**src/rtl/edge_detector_mc_pkg.sv**
```systemverilog
// Shared types and constants for the multi-channel edge detector.
// Used by every build; the optional sticky flag is EDGE_DETECTOR_STICKY_EN.
package edge_detector_pkg;

  localparam int unsigned DEF_CHANNELS        = 4;
  localparam int unsigned DEF_SYNC_STAGES     = 2;
  localparam int unsigned DEF_DEBOUNCE_CYCLES = 4;
  localparam logic        DEF_INIT_LEVEL      = 1'b0;

  typedef enum logic {
    ST_STABLE  = 1'b0,
    ST_PENDING = 1'b1
  } chan_state_e;

  typedef struct packed {
    logic level;
    logic rise;
    logic fall;
  } chan_out_t;

  function automatic int unsigned cnt_width(input int unsigned debounce_cycles);
    return $clog2(debounce_cycles + 1);
  endfunction

endpackage

```
**src/rtl/edge_detector_mc_if.sv**
```systemverilog
// Channel bus between the raw inputs and the edge detector outputs.
// Optional evt_clr/evt_flag are present only with EDGE_DETECTOR_STICKY_EN.
interface edge_detector_mc_if
  import edge_detector_pkg::*;
#(
  parameter int unsigned CHANNELS = DEF_CHANNELS
);

  logic [CHANNELS-1:0] sig_in;
  logic [CHANNELS-1:0] level_out;
  logic [CHANNELS-1:0] posedge_out;
  logic [CHANNELS-1:0] negedge_out;
  logic [CHANNELS-1:0] anyedge_out;
`ifdef EDGE_DETECTOR_STICKY_EN
  logic [CHANNELS-1:0] evt_clr;
  logic [CHANNELS-1:0] evt_flag;
`endif

  modport master (
`ifdef EDGE_DETECTOR_STICKY_EN
    output evt_clr,
    input  evt_flag,
`endif
    output sig_in,
    input  level_out,
    input  posedge_out,
    input  negedge_out,
    input  anyedge_out
  );

  modport slave (
`ifdef EDGE_DETECTOR_STICKY_EN
    input  evt_clr,
    output evt_flag,
`endif
    input  sig_in,
    output level_out,
    output posedge_out,
    output negedge_out,
    output anyedge_out
  );

endinterface

```
**src/rtl/edge_detector_mc_chan.sv**
```systemverilog
// One channel: synchroniser chain, debounce FSM/counter and edge pulses.
// The sticky event flag is built only with EDGE_DETECTOR_STICKY_EN.
module edge_chan
  import edge_detector_pkg::*;
#(
  parameter int unsigned SYNC_STAGES     = DEF_SYNC_STAGES,
  parameter int unsigned DEBOUNCE_CYCLES = DEF_DEBOUNCE_CYCLES,
  parameter logic        INIT_LEVEL      = DEF_INIT_LEVEL
) (
  input  logic      clk,
  input  logic      rst_n,
  input  logic      i_sig,
`ifdef EDGE_DETECTOR_STICKY_EN
  input  logic      i_evt_clr,
  output logic      o_evt_flag,
`endif
  output chan_out_t o_out
);

  localparam int unsigned    CW       = cnt_width(DEBOUNCE_CYCLES);
  localparam logic [CW-1:0]  CNT_LAST = CW'(DEBOUNCE_CYCLES - 1);

  logic [SYNC_STAGES-1:0] r_sync;
  chan_state_e            r_state;
  chan_state_e            w_state_nxt;
  logic [CW-1:0]          r_cnt;
  logic [CW-1:0]          w_cnt_nxt;
  logic                   r_level;
  logic                   r_rise;
  logic                   r_fall;
  logic                   w_s;
  logic                   w_accept;

  assign w_s = r_sync[SYNC_STAGES-1];

  // Synchroniser: newest sample enters at bit 0.
  always_ff @(posedge clk or negedge rst_n) begin
    if (!rst_n) r_sync <= {SYNC_STAGES{INIT_LEVEL}};
    else        r_sync <= {r_sync[SYNC_STAGES-2:0], i_sig};
  end

  always_ff @(posedge clk or negedge rst_n) begin
    if (!rst_n) begin
      r_state <= ST_STABLE;
      r_cnt   <= '0;
      r_level <= INIT_LEVEL;
      r_rise  <= 1'b0;
      r_fall  <= 1'b0;
    end else begin
      r_state <= w_state_nxt;
      r_cnt   <= w_cnt_nxt;
      r_level <= r_level ^ w_accept;
      r_rise  <= w_accept & ~r_level;
      r_fall  <= w_accept & r_level;
    end
  end

  // Acceptance fires once the new level has been seen DEBOUNCE_CYCLES times in a row.
  always_comb begin
    w_state_nxt = r_state;
    w_cnt_nxt   = r_cnt;
    w_accept    = 1'b0;
    unique case (r_state)
      ST_STABLE: begin
        if (w_s != r_level) begin
          if (r_cnt == CNT_LAST) begin
            w_accept  = 1'b1;
            w_cnt_nxt = '0;
          end else begin
            w_state_nxt = ST_PENDING;
            w_cnt_nxt   = r_cnt + CW'(1);
          end
        end else begin
          w_cnt_nxt = '0;
        end
      end
      ST_PENDING: begin
        if (w_s == r_level) begin
          w_state_nxt = ST_STABLE;
          w_cnt_nxt   = '0;
        end else if (r_cnt == CNT_LAST) begin
          w_accept    = 1'b1;
          w_state_nxt = ST_STABLE;
          w_cnt_nxt   = '0;
        end else begin
          w_cnt_nxt = r_cnt + CW'(1);
        end
      end
    endcase
  end

`ifdef EDGE_DETECTOR_STICKY_EN
  logic r_flag;

  // A new edge overrides a clear arriving on the same clock.
  always_ff @(posedge clk or negedge rst_n) begin
    if (!rst_n)         r_flag <= 1'b0;
    else if (w_accept)  r_flag <= 1'b1;
    else if (i_evt_clr) r_flag <= 1'b0;
  end

  assign o_evt_flag = r_flag;
`endif

  assign o_out = '{level: r_level, rise: r_rise, fall: r_fall};

endmodule

```
**src/rtl/edge_detector_mc.sv**
```systemverilog
// Multi-channel debounced edge detector: CHANNELS independent edge_chan instances.
// Define EDGE_DETECTOR_STICKY_EN to add per-channel sticky event flags.
module edge_detector_mc
  import edge_detector_pkg::*;
#(
  parameter int unsigned CHANNELS        = DEF_CHANNELS,
  parameter int unsigned SYNC_STAGES     = DEF_SYNC_STAGES,
  parameter int unsigned DEBOUNCE_CYCLES = DEF_DEBOUNCE_CYCLES,
  parameter logic        INIT_LEVEL      = DEF_INIT_LEVEL
) (
  input logic               clk,
  input logic               rst_n,
  edge_detector_mc_if.slave bus
);

  logic [CHANNELS-1:0] w_level;
  logic [CHANNELS-1:0] w_rise;
  logic [CHANNELS-1:0] w_fall;
`ifdef EDGE_DETECTOR_STICKY_EN
  logic [CHANNELS-1:0] w_flag;
`endif

  for (genvar gi = 0; gi < int'(CHANNELS); gi++) begin : g_chan
    chan_out_t w_out;

    edge_chan #(
      .SYNC_STAGES     (SYNC_STAGES),
      .DEBOUNCE_CYCLES (DEBOUNCE_CYCLES),
      .INIT_LEVEL      (INIT_LEVEL)
    ) u_chan (
      .clk        (clk),
      .rst_n      (rst_n),
      .i_sig      (bus.sig_in[gi]),
`ifdef EDGE_DETECTOR_STICKY_EN
      .i_evt_clr  (bus.evt_clr[gi]),
      .o_evt_flag (w_flag[gi]),
`endif
      .o_out      (w_out)
    );

    assign w_level[gi] = w_out.level;
    assign w_rise[gi]  = w_out.rise;
    assign w_fall[gi]  = w_out.fall;
  end

  assign bus.level_out   = w_level;
  assign bus.posedge_out = w_rise;
  assign bus.negedge_out = w_fall;
  assign bus.anyedge_out = w_rise | w_fall;
`ifdef EDGE_DETECTOR_STICKY_EN
  assign bus.evt_flag    = w_flag;
`endif

endmodule

```
**src/flat_wrapper.sv**
```systemverilog
// flat-port wrapper written by rule: the top's interface ports become plain ports
module edge_detector_mc_flat import edge_detector_pkg::*;
#(
  parameter int unsigned CHANNELS        = DEF_CHANNELS,
  parameter int unsigned SYNC_STAGES     = DEF_SYNC_STAGES,
  parameter int unsigned DEBOUNCE_CYCLES = DEF_DEBOUNCE_CYCLES,
  parameter logic        INIT_LEVEL      = DEF_INIT_LEVEL
)
  (clk, rst_n, bus_sig_in, bus_level_out, bus_posedge_out, bus_negedge_out, bus_anyedge_out);
  edge_detector_mc_if #(.CHANNELS(CHANNELS)) bus_i ();
  input logic clk;
  input logic rst_n;
  input wire logic [$bits(bus_i.sig_in)-1:0] bus_sig_in;
  output wire logic [$bits(bus_i.level_out)-1:0] bus_level_out;
  output wire logic [$bits(bus_i.posedge_out)-1:0] bus_posedge_out;
  output wire logic [$bits(bus_i.negedge_out)-1:0] bus_negedge_out;
  output wire logic [$bits(bus_i.anyedge_out)-1:0] bus_anyedge_out;
  assign bus_i.sig_in = bus_sig_in;
  assign bus_level_out = bus_i.level_out;
  assign bus_posedge_out = bus_i.posedge_out;
  assign bus_negedge_out = bus_i.negedge_out;
  assign bus_anyedge_out = bus_i.anyedge_out;
  edge_detector_mc #(.CHANNELS(CHANNELS), .SYNC_STAGES(SYNC_STAGES), .DEBOUNCE_CYCLES(DEBOUNCE_CYCLES), .INIT_LEVEL(INIT_LEVEL)) u_core (.clk(clk), .rst_n(rst_n), .bus(bus_i));
endmodule
```
**config.mk**
```make
export PLATFORM = sky130hd
export DESIGN_NAME = edge_detector_mc_flat
export DESIGN_NICKNAME = d
export VERILOG_FILES = /design/src/rtl/edge_detector_mc_pkg.sv /design/src/rtl/edge_detector_mc_if.sv /design/src/rtl/edge_detector_mc_chan.sv /design/src/rtl/edge_detector_mc.sv /design/src/flat_wrapper.sv
export SDC_FILE = /design/constraint.sdc
export NUM_CORES = 1
export LEC_CHECK = 0
export ABC_AREA = 0
export CAP_MARGIN = 20
export CORE_ASPECT_RATIO = 2
export CORE_MARGIN = 2
export CORE_UTILIZATION = 40
export CTS_BUF_LIST = sky130_fd_sc_hd__clkbuf_8
export DETAILED_ROUTE_END_ITERATION = 7
export DONT_BUFFER_PORTS = 1
export GPL_TIMING_DRIVEN = 0
export PLACE_DENSITY = 0.63
export REMOVE_ABC_BUFFERS = 1
export SLEW_MARGIN = 20
export SYNTH_ARGS = -nofsm -noshare
export SYNTH_HDL_FRONTEND = slang
export SYNTH_SLANG_ARGS = --single-unit
```
**constraint.sdc**
```tcl
create_clock -name clk -period 2.6 [get_ports clk]
set_clock_uncertainty 0.1 [all_clocks]
set_input_delay 0.52 -clock clk [delete_from_list [all_inputs] [get_ports clk]]
set_output_delay 0.52 -clock clk [all_outputs]
set_load 0.005 [all_outputs]
```
# Word level (Yosys, flattened, before mapping)
# Cells that the tools add are included.
totals:
  ff_bits: 36
  latchBits: 0
  ramBits: 0
  rom_bits: 0
  output_inout_bits: 16
  word_cells: 109
  memories: 0
classes:
  add_sub_neg: 4
  multipliers: 0
  n_div: 0
  order_cmp: 0
  n_eq_ne: 12
  n_shift: 0
  n_mux: 48
  bitwise: 21
  n_reduce_logical: 0
op_table:
  columns: ["cell", "count"]
  rows:
  - ["3-bit two-way mux", 12]
  - ["1-bit two-way mux", 24]
  - ["3-bit case mux with 2 select lines", 4]
  - ["1-bit case mux with 2 select lines", 8]
  - ["3-bit by 1-bit adder with 3-bit output, second input constant", 4]
  - ["3-bit by 2-bit equality test with 1-bit output, second input constant", 4]
  - ["1-bit bitwise AND", 8]
  - ["1-bit NOT", 8]
  - ["1-bit equality test", 4]
  - ["1-bit inequality test", 4]
  - ["4-bit bitwise OR", 1]
  - ["1-bit XOR", 4]

# Depth between registers and ports, before layout
logic_depth:
  depth_word: 5
  ltp_mapped: 5

# Hierarchy
# Synthesis repeated with hierarchy kept, for this count alone.
hier_totals:
  hier_cells: 92
  hier_area_um2: 1326.3
modules_own_cells:
  columns: ["mod", "n_inst", "cells_each", "area_per_inst_um2", "seq_area_each_um2"]
  rows:
  - ["edge_chan", 4, 22, 325.3, 200.2]
  - ["edge_detector_mc", 1, 4, 25.0, 0.0]

# Worst setup path before layout
# Ideal clock, no wire load.
synth_timing:
  path_kind: "reg-to-reg"
  startpoint: "register u_core.g_chan[2].u_chan.r_cnt[0]"
  endpoint: "register u_core.g_chan[2].u_chan.r_level"
  setup_ns: 0.113
  arrival_ns: 1.139
  required_time_ns: 2.387
  path_slack_ns: 1.248
  path_stages_with_launch: 6
  n_path_buf: 0
  period_less_slack_ns: 1.352
  path_cell_list: "dfrtp_1 > ha_1 > nor2b_1 > nor2b_1 > ha_1 > inv_1"
synth_via:
  elab_chain_len: 5
  elab_cells_between_ends: 6
  classes_between: "1 x eq/ne; 4 x mux; 1 x bitwise"
synth_lines:
  columns: ["item", "line_no", "source"]
  rows:
  - ["start, declared", "edge_detector_mc_chan.sv:26", "logic [CW-1:0] r_cnt;"]
  - ["start signal, assigned", "edge_detector_mc_chan.sv:51", "r_cnt <= w_cnt_nxt;"]
  - ["3-bit by 2-bit equality test with 1-bit output (*)", "edge_detector_mc_chan.sv:66, edge_detector_mc_chan.sv:81", null]
  - ["1-bit two-way mux (*)", "edge_detector_mc_chan.sv:66, edge_detector_mc_chan.sv:81", null]
  - ["1-bit two-way mux, on equally long branches", "edge_detector_mc_chan.sv:78, edge_detector_mc_chan.sv:65", null]
  - ["1-bit case mux with 2 select lines (*)", "edge_detector_mc_chan.sv:63", "unique case (r_state)"]
  - ["1-bit XOR (*)", "edge_detector_mc_chan.sv:52", "r_level <= r_level ^ w_accept;"]
  - ["end signal, assigned", "edge_detector_mc_chan.sv:52", null]
  - ["end, declared", "edge_detector_mc_chan.sv:28", "logic r_level;"]
# Every way passes the cells marked *; elsewhere a longest branch is shown, timed or not.

# Final worst setup path
layout_timing:
  startpoint: "register u_core.g_chan[0].u_chan.r_fall"
  endpoint: "output bus_anyedge_out[0]"
layout_via:
  elab_chain_len: 1
layout_lines:
  columns: ["item", "line_no", "source"]
  rows:
  - ["start, declared", "edge_detector_mc_chan.sv:30", "logic r_fall;"]
  - ["start signal, assigned", "edge_detector_mc_chan.sv:54", "r_fall <= w_accept & r_level;"]
  - ["4-bit bitwise OR", "edge_detector_mc.sv:49", "assign bus.anyedge_out = w_rise | w_fall;"]
  - ["end, declared", "flat_wrapper.sv:17", "output wire logic [$bits(bus_i.anyedge_out)-1:0] bus_anyedge_out;"]
# No other way between the ends.

==> impl_metrics.py <==
metrics = {
    "sta": {
        "max_freq_mhz": 630,
        "finalHoldViolations": 0,
        "period_share": 0.610,
        "timing_worst_slew_pin_value_ns": 0.321,
        "finalSetupViolCount": 0,
        "rsz0062_at_grt": "no",
        "slew_viol_final": 0,
        "timing.final.crit_period_ns": 1.59,
        "layout_setup_ws_ns": 1.01,
        "tns_ns": 0,
        "worst_slew_margin_rel": 0.785,
    },
    "synthesis": {
        "most_used_dff_post_synth": "sky130_fd_sc_hd__dfrtp_1",
        "synth_common_cells": "32 x sky130_fd_sc_hd__dfrtp_1, 12 x sky130_fd_sc_hd__buf_4, 12 x sky130_fd_sc_hd__ha_1",
        "flops_latches_synth": 32,
        "cell_taking_the_most_area_after_synthesis": "sky130_fd_sc_hd__dfrtp_1",
        "most_common_cell_in_the_netlist": "sky130_fd_sc_hd__dfrtp_1",
        "synthTopCellsByArea": "sky130_fd_sc_hd__dfrtp_1 64%, sky130_fd_sc_hd__ha_1 12%, sky130_fd_sc_hd__buf_4 7.2%, sky130_fd_sc_hd__nor2b_1 5.0%, sky130_fd_sc_hd__nor3b_1 3.6%",
        "synthesis.yosys.warnings": 0,
        "synth.yosys.seq_area_share": 0.636,
        "synthesis.area_mm2": 0.00126,
        "syn-mean-instance-area_um2": 13.7,
        "ys_async_sr_fraction": 1.00,
        "gate_count_post_synth": 92,
        "post-synth-top-area-fraction": 0.636,
        "synth.distinct_cells": 9,
        "number_of_enable_flip_flop_cells_after_synthesis": 0,
    },
    "layout": {
        "finalCoreUtilization": 0.445,
        "drive_gt1_frac": 0.122,
        "antenna_cells": 0,
        "synthToLayoutAreaGrowth_pct": 5.37,
        "finalNetCount": 107,
    },
    "job": {
        "cap_violations": 0,
    },
    "place": {
        "placement.setup.worst_slack_ns": 1.16,
        "dp.final_hpwl_um": 1050,
        "finalWeightedCongestion": 0.682,
        "buffer_ports.inserted": 0,
    },
    "cts": {
        "post-cts-setup-buffer-count": 0,
        "clock_tree.htree_level_count": 2,
        "worst_setup_hold_path_clk_slew_ns": 0.06,
        "post_cts_hold_buffer_count": 2,
        "cts_repair_resize_count": 0,
        "tritoncts_clock_tree": "done",
        "tritoncts.num_buffers": 5,
        "clockBufferDepth": 2,
        "cts_root_buf": "sky130_fd_sc_hd__clkbuf_8",
        "clock-sinks": 32,
        "clock_insertion_delay_worst_skew_ns": 0.27,
    },
    "detailed_routing": {
        "detail_route.vias_per_cell": 4.83,
        "vias": 580,
        "drt-pass1-iter-count": 2,
        "drt_first_iter_violations": 22,
        "drt-total-wl_um": 1470,
        "drtAntennaViolNets": 0,
        "route.detailed.wl_per_inst_um": 12.3,
        "drc": 0,
    },
    "min_path": {
        "min_path_type": "in -> reg",
    },
    "critical_path": {
        "cpMaxStageDelayCell": "sky130_fd_sc_hd__dfrtp_1",
        "worstSetupPathType": "reg -> out",
        "critical_path_arrival_ns": 0.97,
        "critical_path.top_delay_family": "flip-flops",
        "worstPathRequired_ns": 1.98,
        "timing.critical_path.to_type": "primary output",
        "timing.critical_path.buf_inv": 0,
        "critPathMaxStageDelay_ns": 0.39,
        "cp_cell_sequence": "or2_2",
        "path_max_fanout": 2,
        "timing.critical_path.from_type": "register",
    },
    "global_route": {
        "grt_antenna_before_repair": 0,
        "grt_busiest_layer": "met2",
        "met2_usage": 0.150,
        "grt_pass1_vias": 617,
        "global_route_wire_length_before_repair_um": 2700,
        "gr-usage-met1": 0.107,
        "grt-ovfl-total": 0,
        "gr-usage-met3": 0.0652,
        "grt_start_max_net_pins": 33,
        "grt_usage": 0.103,
    },
    "power": {
        "p_leak_nw": 0.705,
        "p_per_area_mw_per_mm2": 960,
        "peakVddDrop_mv": 0.514,
    },
    "die": {
        "num_io_pins": 22,
        "start_util": 0.423,
        "dieWidth_um": 43.7,
        "die_height_um": 83.3,
        "design.core.area_mm2": 0.00298,
        "die-area_mm2": 0.00364,
        "fp-row-count": 28,
    },
    "outcome": {
        "status": "finished clean",
    },
}
## worst paths after layout
path / startpoint / to / slack, ns / cells past startpoint
worst max-delay path: u_core.g_chan[0].u_chan.r_fall / bus_anyedge_out[0] / 1.01 / 1
worst min-delay path: bus_sig_in[0] / u_core.g_chan[0].u_chan.r_sync[0] / 0.17 / 0
worst max register to register: u_core.g_chan[2].u_chan.r_cnt[0] / u_core.g_chan[2].u_chan.r_level / 1.16 / 5
worst min register to register: u_core.g_chan[3].u_chan.r_sync[0] / u_core.g_chan[3].u_chan.r_sync[1] / 0.25 / 0
max in group asynchronous: rst_n / u_core.g_chan[1].u_chan.r_sync[0] / 1.65 / 2
min in group asynchronous: rst_n / u_core.g_chan[0].u_chan.r_sync[1] / 0.58 / 2
## cell families after synthesis
logic type,after synthesis,synth area share
adders and majority gates,12,0.119
DFF,32,0.636
xor gates and xnor gates,4,0.0278
and+or+nand+nor,24,0.121
buffers and inverters,20,0.0954
## final cells by class
cell class | count | area, µm²
clock buffer | 6 | 82.6
inverter | 8 | 30.0
fill | 254 | 1650
timing repair buffer | 2 | 30.0
sequential | 32 | 801
tap | 30 | 37.5
clock inverter | 2 | 7.51
multi-input combinational | 40 | 338
## cell usage in the layout, fill, tap and decap left out
cell / n
sky130_fd_sc_hd__nor3b_1: 6
sky130_fd_sc_hd__xnor2_1: 4
sky130_fd_sc_hd__ha_1: 12
sky130_fd_sc_hd__buf_12: 1
sky130_fd_sc_hd__nor2b_1: 10
sky130_fd_sc_hd__or2_2: 4
sky130_fd_sc_hd__dlygate4sd3_1: 1
sky130_fd_sc_hd__inv_1: 10
sky130_fd_sc_hd__clkbuf_8: 6
sky130_fd_sc_hd__dfrtp_1: 32
sky130_fd_sc_hd__nor3_1: 4
## state kept, by name (all words and copies together), names as in the netlist
signal                        cells
u_core.g_chan.u_chan.r_rise       4
u_core.g_chan.u_chan.r_sync       8
u_core.g_chan.u_chan.r_cnt       12
u_core.g_chan.u_chan.r_level      4
u_core.g_chan.u_chan.r_fall       4
## metrics by stage
step	hold slack, ns	std cells	total power [W]	cell area, µm²
5_1_grt	0.146	120	0.00138	1330
2_1_floorplan	0.124	80	0.000844	1170
3_5_place_dp	0.125	110	0.000909	1210
4_1_cts	0.157	120	0.00131	1330
3_3_place_gp	0.125	110	0.000883	1210
6_report	0.171	120	0.00127	1330
## worst reg2reg max path, delay by kind of cell, from the launching register on
family	cells	cell delay, ns
adders and majority gates	2	0.51
buffers and inverters	1	0.04
DFF	1	0.39
and+or+nand+nor	2	0.30
## metal layers
layer	wire length [µm]	share of wire
met1	563	0.38
met3	115	0.078
met2	771	0.52
met5	0	0
met4	21	0.014
## where the power goes
| group | switching [W] | total, W | internal, W |
|---|---|---|---|
| logic | 0.000119 | 0.000229 | 0.000110 |
| registers | 0.0000779 | 0.000673 | 0.000595 |
| clock network | 0.000163 | 0.000371 | 0.000208 |
| total | 0.000360 | 0.00127 | 0.000913 |
Power figures use the tool's default switching activity.
